## config.mk

```make
export PLATFORM = sky130hd
export DESIGN_NAME = rr_req_buffer
export DESIGN_NICKNAME = d
export VERILOG_FILES = /design/src/rtl/rr_req_buffer_pkg.sv /design/src/rtl/rr_req_buffer_sync_fifo.sv /design/src/rtl/rr_req_buffer.sv
export SDC_FILE = /design/constraint.sdc
export NUM_CORES = 1
export LEC_CHECK = 0
export ABC_AREA = 1
export CORE_ASPECT_RATIO = 0.7
export CORE_MARGIN = 3
export CORE_UTILIZATION = 55
export CTS_CLUSTER_DIAMETER = 60
export DETAILED_ROUTE_END_ITERATION = 16
export PLACE_DENSITY_LB_ADDON = 0.3
export REMOVE_ABC_BUFFERS = 1
export SETUP_SLACK_MARGIN = 0.15
export SYNTH_ARGS = -nofsm -noshare
export SYNTH_HDL_FRONTEND = slang
export SYNTH_SLANG_ARGS = --single-unit
export TNS_END_PERCENT = 50
```

## constraint.sdc

```tcl
create_clock -name clk -period 2.9 [get_ports clk]
set_input_delay 0.435 -clock clk [delete_from_list [all_inputs] [get_ports clk]]
set_output_delay 0.435 -clock clk [all_outputs]
set_load 0.005 [all_outputs]
```

## src/rtl/rr_req_buffer_pkg.sv

```systemverilog
// Shared definitions for the request buffer and the round-robin arbiter it feeds.
// Holds default sizing constants and a constant-foldable ceiling log2.
package rr_req_buffer_pkg;

   localparam int NREQ_DEF  = 2;
   localparam int DW_DEF    = 8;
   localparam int DEPTH_DEF = 4;

   function automatic int clog2(input int n);
      int r;
      for (r = 0; (1 << r) < n; r++) begin
      end
      return r;
   endfunction

endpackage

```

## src/rtl/rr_req_buffer_sync_fifo.sv

```systemverilog
// Single-clock FIFO for one requester.
// Head data is presented combinationally on dout; push/pop are ignored when full/empty.
module sync_fifo
   import rr_req_buffer_pkg::*;
#(
   parameter int DW    = DW_DEF,
   parameter int DEPTH = DEPTH_DEF,
   parameter int AW    = clog2(DEPTH),
   parameter int CW    = AW + 1
) (
   input  logic          clk,
   input  logic          rst,
   input  logic          push,
   input  logic          pop,
   input  logic [DW-1:0] din,
   output logic [DW-1:0] dout,
   output logic [CW-1:0] count,
   output logic          full,
   output logic          empty
);

   logic [DW-1:0] mem [DEPTH];
   logic [AW-1:0] wr_ptr;
   logic [AW-1:0] rd_ptr;
   logic          do_push;
   logic          do_pop;

   assign full    = (count == CW'(DEPTH));
   assign empty   = (count == '0);
   assign do_push = push && !full;
   assign do_pop  = pop && !empty;
   assign dout    = mem[rd_ptr];

   always_ff @(posedge clk) begin
      if (do_push) begin
         mem[wr_ptr] <= din;
      end
   end

   // DEPTH is a power of two, so pointer wrap is plain overflow
   always_ff @(posedge clk or posedge rst) begin
      if (rst) begin
         wr_ptr <= '0;
         rd_ptr <= '0;
         count  <= '0;
      end else begin
         if (do_push) wr_ptr <= wr_ptr + AW'(1);
         if (do_pop)  rd_ptr <= rd_ptr + AW'(1);
         case ({do_push, do_pop})
            2'b10:   count <= count + CW'(1);
            2'b01:   count <= count - CW'(1);
            default: count <= count;
         endcase
      end
   end

endmodule

```

## src/rtl/rr_req_buffer.sv

```systemverilog
// Per-requester FIFOs feeding a round-robin arbiter; the granted FIFO head is
// moved into a single registered output slot with a valid/ready handshake.
module rr_req_buffer
   import rr_req_buffer_pkg::*;
#(
   parameter int NREQ  = NREQ_DEF,
   parameter int DW    = DW_DEF,
   parameter int DEPTH = DEPTH_DEF,
   parameter int SW    = (NREQ > 1) ? clog2(NREQ) : 1
) (
   input  logic               clk,
   input  logic               rst,
   input  logic [NREQ-1:0]    in_valid,
   output logic [NREQ-1:0]    in_ready,
   input  logic [NREQ*DW-1:0] in_data,
   output logic [NREQ-1:0]    req,
   input  logic [NREQ-1:0]    grant,
   output logic               out_valid,
   input  logic               out_ready,
   output logic [DW-1:0]      out_data,
   output logic [SW-1:0]      out_src,
   output logic               err_grant
);

   localparam int CW = clog2(DEPTH) + 1;

   logic [DW-1:0]   head     [NREQ];
   logic [CW-1:0]   fifo_cnt [NREQ];
   logic [NREQ-1:0] fifo_full;
   logic [NREQ-1:0] fifo_empty;
   logic [NREQ-1:0] push_vec;
   logic [NREQ-1:0] pop_vec;
   logic [NREQ-1:0] gr;
   logic [SW-1:0]   sel;
   logic            pop_any;
   logic            slot_free;
   logic            grant_multi;
   logic            grant_stray;

   assign slot_free = !out_valid || out_ready;

   for (genvar i = 0; i < NREQ; i++) begin : g_fifo
      assign in_ready[i] = !fifo_full[i];
      assign push_vec[i] = in_valid[i] && in_ready[i];
      assign req[i]      = !fifo_empty[i] && slot_free;

      sync_fifo #(
         .DW    (DW),
         .DEPTH (DEPTH)
      ) u_fifo (
         .clk   (clk),
         .rst   (rst),
         .push  (push_vec[i]),
         .pop   (pop_vec[i]),
         .din   (in_data[i*DW +: DW]),
         .dout  (head[i]),
         .count (fifo_cnt[i]),
         .full  (fifo_full[i]),
         .empty (fifo_empty[i])
      );

      always_comb begin
         assert (fifo_full[i] == (fifo_cnt[i] == CW'(DEPTH)));
      end
   end

   // Only granted bits that are also requested can pop; lowest index wins a collision
   assign gr      = grant & req;
   assign pop_vec = gr & (~gr + NREQ'(1));

   always_comb begin
      pop_any = 1'b0;
      sel     = '0;
      for (int i = NREQ - 1; i >= 0; i--) begin
         if (gr[i]) begin
            pop_any = 1'b1;
            sel     = SW'(i);
         end
      end
   end

   assign grant_multi = ((grant & (grant - NREQ'(1))) != '0) && slot_free;
   assign grant_stray = (grant & ~req) != '0;

   always_ff @(posedge clk or posedge rst) begin
      if (rst) begin
         out_valid <= 1'b0;
         out_data  <= '0;
         out_src   <= '0;
      end else if (pop_any) begin
         out_valid <= 1'b1;
         out_data  <= head[sel];
         out_src   <= sel;
      end else if (out_ready) begin
         out_valid <= 1'b0;
      end
   end

   always_ff @(posedge clk or posedge rst) begin
      if (rst) begin
         err_grant <= 1'b0;
      end else if (grant_multi || grant_stray) begin
         err_grant <= 1'b1;
      end
   end

endmodule

```

==> flow_summary_export.csv, run 1 <==
group,metric,value,unit
clocking,clock_sinks,89,
floorplan,rows,24,
detailed_routing,drc,0,
clocking,root_buffer,"clkbuf_8",
timing,period_share,72.6,%
clocking,clock_latency,0.35,ns
clocking,cts_setup_buffers,0,
job,drv_cap,0,
floorplan,fp.dieH,76.2,um
power,ir_drop,0.445,mV
timing,layout_min_cycle_time,2.11,ns
timing,slew_headroom,43.9,%
synth,synth.top_cell.area_share,49.7,%
floorplan,core_area,6520,um^2
timing,finalHoldViolations,0,
synth,yosys_warnings,0,
critical_path,critPathLaunchType,"input pin",
synth,synth_top_cell_by_area,"edfxtp_1",
global_routing,grt_max_degree,26,
final_layout,fin_nets,423,
outcome,status,"complete, no violations",
floorplan,die_area,8090,um^2
critical_path,critical_path_class,"input pin to flip-flop",
synth,synthTopCellsByCount,"64 x edfxtp_1, 50 x nor2_1, 42 x nand2_1",
clocking,cts_hold_buf,0,
global_routing,grt_first_pass_wirelength,12.1,mm
detailed_routing,detail_route.wl_per_cell,14.9,um
synth,synth.distinct_cells,29,
detailed_routing,vias,2477,
clocking,cts_buffers,9,
timing,setup_slack,0.793,ns
global_routing,antenna_found_initial,0,
global_routing,grt_pass1_vias,2433,
placed_design,post-dp-hpwl,5.13,mm
critical_path,required,3.13,ns
synth,synthArstFlopShare,28.1,%
clocking,htree_levels,3,
global_routing,overflow,0,
hold_path,hold_path.class,"input pin to asynchronous set/reset pin",
synth,synth_area,3870,um^2
timing,setup_tns,0,ns
clocking,cts_tree,"built",
timing,drv_slew,0,
synth,seq_area_frac_synth,65.8,%
power,powerDensity,941,nW/um^2
critical_path,path_max_fanout,6,
placed_design,place.gp.congestion,0.783,
detailed_routing,drtAntennaViolNets,0,
synth,synth_edf_count,64,
synth,avgSynthCellArea,11.4,um^2
placed_design,place_ws,0.417,ns
timing,finClkSkew,0.0112,ns
synth,synthCells,340,
timing,setup_violations,0,
detailed_routing,drtIter0Drc,167,
clocking,clock_path_buffers,2,
clocking,cts_resized,0,
timing,fmax,0.475,GHz
detailed_routing,drt-pass1-iter-count,4,
floorplan,start_util,59.4,%
timing,worstMarginPinSlew,0.839,ns
final_layout,area_growth,17.1,%
floorplan,die_width,106,um
critical_path,end_kind,"flip-flop",
detailed_routing,wl,7.20,mm
global_routing,track_usage,19.6,%
clocking,clk_pin_slew,0.08,ns
detailed_routing,vias_per_cell,5.12,
synth,yosysMostFrequentCell,"edfxtp_1",
power,power.leakage,1.84,nW
synth,ys_seq_elements,89,
final_layout,antenna_cells,0,
critical_path,worstPathArrival,2.34,ns
final_layout,drive_above_1_share,10.2,%
synth,synth_ff_type,"edfxtp_1",
floorplan,io_pins,38,
synth,synthTopCellsByArea,"edfxtp_1 50%, dfrtp_1 16%, nor2_1 4.8%",
timing,rsz0062_at_grt,"no",
placed_design,placement.io_buffers,37,
-- layout by cell type, fill, tap and decap left out, types with 7 or more instances in the layout --
cell / n
a21oi_1: 10
buf_4: 11
clkbuf_8: 10
clkdlybuf4s50_1: 37
dfrtp_1: 25
edfxtp_1: 64
ha_1: 10
inv_1: 38
nand2_1: 42
nand3_1: 20
nor2_1: 50
o21ai_0: 36
xor2_1: 7
-- per-stage QoR --
| stage | total power, mW | utilization, % | hold slack, ns | instances | instance area [um^2] |
|---|---|---|---|---|---|
| 5_1_grt | 4.61 | 69.5 | 0.445 | 484 | 4530 |
| 3_3_place_gp | 3.47 | 66.9 | 0.456 | 468 | 4360 |
| 6_report | 4.26 | 69.5 | 0.435 | 484 | 4530 |
| 2_1_floorplan | 2.91 | - | 0.462 | 329 | 3790 |
| 3_5_place_dp | 3.56 | 66.9 | 0.456 | 468 | 4360 |
| 4_1_cts | 4.30 | 69.5 | 0.428 | 484 | 4530 |
-- worst max-delay path, cell delays in order --
cell             delay [ns]
clkdlybuf4s50_1        0.45
inv_1                  0.06
nand2_4                0.09
nand2_1                0.07
nor2_2                 0.20
ha_1                   0.18
inv_1                  0.07
fa_1                   0.39
a21oi_1                0.14
o21ai_0                0.10
xor2_1                 0.15
-- layout make-up --
| class | count | area, um^2 |
|---|---|---|
| Multi-Input combinational cell | 200 | 1090 |
| Inverter | 40 | 150 |
| Fill cell | 493 | 1990 |
| Sequential cell | 89 | 2550 |
| Clock buffer | 12 | 145 |
| Clock inverter | 4 | 27.5 |
| Tap cell | 91 | 114 |
| Timing Repair Buffer | 48 | 453 |
-- power by group --
part / switching (mW) / internal, mW / leakage (nW)
combinational: 0.876 / 0.650 / 0.884
clock: 0.413 / 0.336 / 0.0807
sequential: 0.260 / 1.73 / 0.879
total: 1.55 / 2.72 / 1.84
-- registers in the layout, indices dropped and copies added (netlist names) --
signal,count
g_fifo.u_fifo.rd_ptr,4
err_grant,1
g_fifo.u_fifo.wr_ptr,4
out_valid,1
out_src,1
out_data,8
g_fifo.u_fifo.count,6
g_fifo.u_fifo.mem,64
-- layer usage --
metal  routed length (um)  vias up  GRT usage (%)  part of all wire, %
li1                     -     1227              -                    -
met1                 3400     1188           28.2                   47
met2                 3390       58           29.0                   47
met3                  357        4           6.10                  5.0
met4                   53        0           5.82                 0.74
met5                    0        -              0                    0
-- final timing paths --
path	from	slack (ns)	depth (start not counted)	endpoint
setup / recovery	out_ready	0.79	11	g_fifo[0].u_fifo.count[2]$_DFFE_PP0P_
hold / removal	rst	0.43	3	out_data[0]$_DFFE_PP0P_
setup reg to reg	g_fifo[0].u_fifo.count[0]$_DFFE_PP0P_	0.90	9	g_fifo[1].u_fifo.count[2]$_DFFE_PP0P_
hold reg to reg	err_grant$_DFFE_PP0P_	0.47	1	err_grant$_DFFE_PP0P_
max in group asynchronous	rst	2.21	3	g_fifo[0].u_fifo.rd_ptr[1]$_DFFE_PP0P_
min in group clk	err_grant$_DFFE_PP0P_	0.47	1	err_grant$_DFFE_PP0P_
-- logic make-up after synthesis --
logic type	share of synthesized area, %
adder cells (fa/ha/maj)	4.27
flip-flops	65.8
AND/OR/NAND/NOR	15.3
buffers and inverters	5.92
AO/OA/AOI/OAI	6.69
XOR/XNOR	2.04
(Power assumes the default switching activity.)
==> run 2: changes to the inputs <==
--- a/config.mk
+++ b/config.mk
@@ -8,7 +8,7 @@
 export ABC_AREA = 1
 export CORE_ASPECT_RATIO = 0.7
 export CORE_MARGIN = 3
-export CORE_UTILIZATION = 55
+export CORE_UTILIZATION = 51
 export CTS_CLUSTER_DIAMETER = 60
 export DETAILED_ROUTE_END_ITERATION = 16
 export PLACE_DENSITY_LB_ADDON = 0.3
==> constraint.sdc (replaced) <==
create_clock -name clk -period 1.85 [get_ports clk]
set_input_delay 0.2775 -clock clk [delete_from_list [all_inputs] [get_ports clk]]
set_output_delay 0.2775 -clock clk [all_outputs]
set_load 0.005 [all_outputs]
==> flow_summary_export.csv, run 2 (synthesis results as in run 1) <==
group,metric,value,unit
clocking,htree_levels,3,
final_layout,antenna_cells,0,
timing,holdWs,0.283,ns
global_routing,grt_max_degree,26,
outcome,status,"finished with violations",
final_layout,layout_commonest_cell,"edfxtp_1",
final_layout,largest_reg_flops,64,
job,drv_cap,0,
floorplan,rows,25,
global_routing,grt_pass1_vias,2539,
global_routing,antenna_found_initial,0,
detailed_routing,drtAntennaViolNets,0,
clocking,clock_path_buffers,2,
timing,rsz0062_at_grt,"yes",
floorplan,die_area,8690,um^2
placed_design,place.gp.congestion,0.769,
clocking,clock_sinks,89,
timing,slew_headroom,70.8,%
critical_path,required,2.09,ns
final_layout,area_growth,23.4,%
power,powerDensity,1510,nW/um^2
timing,finalHoldViolations,0,
timing,finClkSkew,0.0107,ns
clocking,clk_pin_slew,0.09,ns
critical_path,path_max_fanout,3,
critical_path,critPathLaunchType,"flip-flop",
placed_design,placement.io_buffers,37,
clocking,cts_tree,"built",
clocking,clock_latency,0.35,ns
final_layout,top_regs,"g_fifo.u_fifo.mem x64, out_data x8, g_fifo.u_fifo.count x6",
floorplan,start_util,55.0,%
placed_design,place_ws,-0.467,ns
critical_path,worstPathArrival,2.14,ns
detailed_routing,drtIter0Drc,129,
global_routing,overflow,0,
clocking,cts_buffers,9,
final_layout,instances_no_fill,508,
outcome,failed_checks,"negative setup slack",
floorplan,die_width,110,um
final_layout,final_cell_mix,"64 x edfxtp_1, 50 x nor2_1, 38 x nand2_1",
global_routing,track_usage,18.9,%
final_layout,fin_nets,444,
timing,fmax,0.527,GHz
detailed_routing,vias_per_cell,5.11,
power,power.leakage,1.95,nW
critical_path,critical_path_class,"flip-flop to flip-flop",
global_routing,grt_first_pass_wirelength,12.3,mm
timing,setup_violations,1,
clocking,root_buffer,"clkbuf_8",
timing,setup_slack,-0.0475,ns
floorplan,io_pins,38,
timing,layout_min_cycle_time,1.90,ns
detailed_routing,drc,0,
timing,worstMarginPinSlew,0.438,ns
critical_path,end_kind,"flip-flop",
placed_design,dpl.cell_count,490,
detailed_routing,routed-wl-met2,3.45,mm
detailed_routing,vias,2598,
final_layout,top_register,"g_fifo.u_fifo.mem",
final_layout,drive_above_1_share,19.6,%
timing,period_share,103,%
hold_path,hold_path.class,"input pin to asynchronous set/reset pin",
detailed_routing,wl_met1,3.45,mm
clocking,cts_hold_buf,0,
placed_design,post-dp-hpwl,5.13,mm
floorplan,core_area,7040,um^2
detailed_routing,route.met3.wl,420,um
detailed_routing,detail_route.wl_per_cell,14.6,um
timing,drv_slew,0,
power,ir_drop,0.996,mV
detailed_routing,top_layer,"met4",
detailed_routing,wl,7.43,mm
floorplan,fp.dieH,78.9,um
detailed_routing,drt-pass1-iter-count,5,
==> run 2: cell types whose count changed in the layout (fill, tap and decap cells not counted), moves of 3 or more <==
| cell | before | now |
|---|---|---|
| buf_4 | 11 | 31 |
| clkdlybuf4s50_1 | 37 | 33 |
| inv_1 | 38 | 34 |
| inv_2 | 1 | 5 |
| nand2_1 | 42 | 38 |
| nand2_2 | 3 | 7 |
| o21ai_0 | 36 | 33 |
==> run 2: path summary, 6_finish.rpt <==
kind	startpoint	cells past startpoint	slack, ns	end
setup reg to reg	g_fifo[0].u_fifo.count[1]$_DFFE_PP0P_	9	-0.05	g_fifo[1].u_fifo.count[2]$_DFFE_PP0P_
min in group clk	err_grant$_DFFE_PP0P_	1	0.47	err_grant$_DFFE_PP0P_
hold reg to reg	err_grant$_DFFE_PP0P_	1	0.47	err_grant$_DFFE_PP0P_
setup / recovery	g_fifo[0].u_fifo.count[1]$_DFFE_PP0P_	9	-0.05	g_fifo[1].u_fifo.count[2]$_DFFE_PP0P_
max in group asynchronous	rst	3	1.31	g_fifo[1].u_fifo.count[0]$_DFFE_PP0P_
hold / removal	rst	3	0.28	g_fifo[1].u_fifo.rd_ptr[1]$_DFFE_PP0P_
==> run 2: where the power goes <==
| group | internal, mW | switching, mW |
|---|---|---|
| Sequential | 2.71 | 0.308 |
| Combinational | 1.28 | 1.62 |
| Clock | 0.631 | 0.646 |
| Total | 4.62 | 2.57 |
==> run 2: worst max-delay path: stages (launching register included) <==
cell	delay, ns
dfrtp_1	0.42
nor3_4	0.24
nor2_4	0.07
nor2_4	0.09
ha_2	0.19
inv_2	0.05
fa_2	0.36
a21oi_2	0.15
o21ai_2	0.07
xor2_1	0.14
==> run 2: area by class of cell <==
type                            instances  area, um^2
Clock buffer                           12         135
Clock inverter                          4        53.8
Fill cell                             509        2260
Inverter                               40         150
Multi-Input combinational cell        200        1160
Sequential cell                        89        2550
Tap cell                               94         118
Timing Repair Buffer                   69         616
==> run 2: stage by stage <==
step | TNS (ns) | utilization [%] | total power [mW] | cell area [um^2]
3_3_place_gp | -1.11 | 64.0 | 5.67 | 4500
6_report | -0.0475 | 67.9 | 7.19 | 4780
5_1_grt | -0.204 | 67.9 | 7.76 | 4780
4_1_cts | 0 | 67.4 | 7.18 | 4740
3_5_place_dp | -1.51 | 64.0 | 5.79 | 4500
2_1_floorplan | -0.416 | - | 4.56 | 3790
==> run 2: timing repair <==
action	in CTS	in global routing
setup endpoints to repair	7	6
setup buffers	1	1
pin swaps	8	6
resized for setup	25	9
endpoints found under the hold margin	0	0
==> run 2: routing by layer <==
layer	vias up	GRT usage, %
li1	1262	-
met1	1259	27.2
met2	67	27.4
met3	10	4.79
met4	0	7.75
met5	-	0
==> run 3: changes to the inputs <==
--- a/config.mk
+++ b/config.mk
@@ -6,6 +6,7 @@
 export NUM_CORES = 1
 export LEC_CHECK = 0
 export ABC_AREA = 1
+export CAP_MARGIN = 15
 export CORE_ASPECT_RATIO = 0.7
 export CORE_MARGIN = 3
 export CORE_UTILIZATION = 51
==> results of run 3 <==
Same layout as run 2: the final DEF is identical, and so are final timing and power.
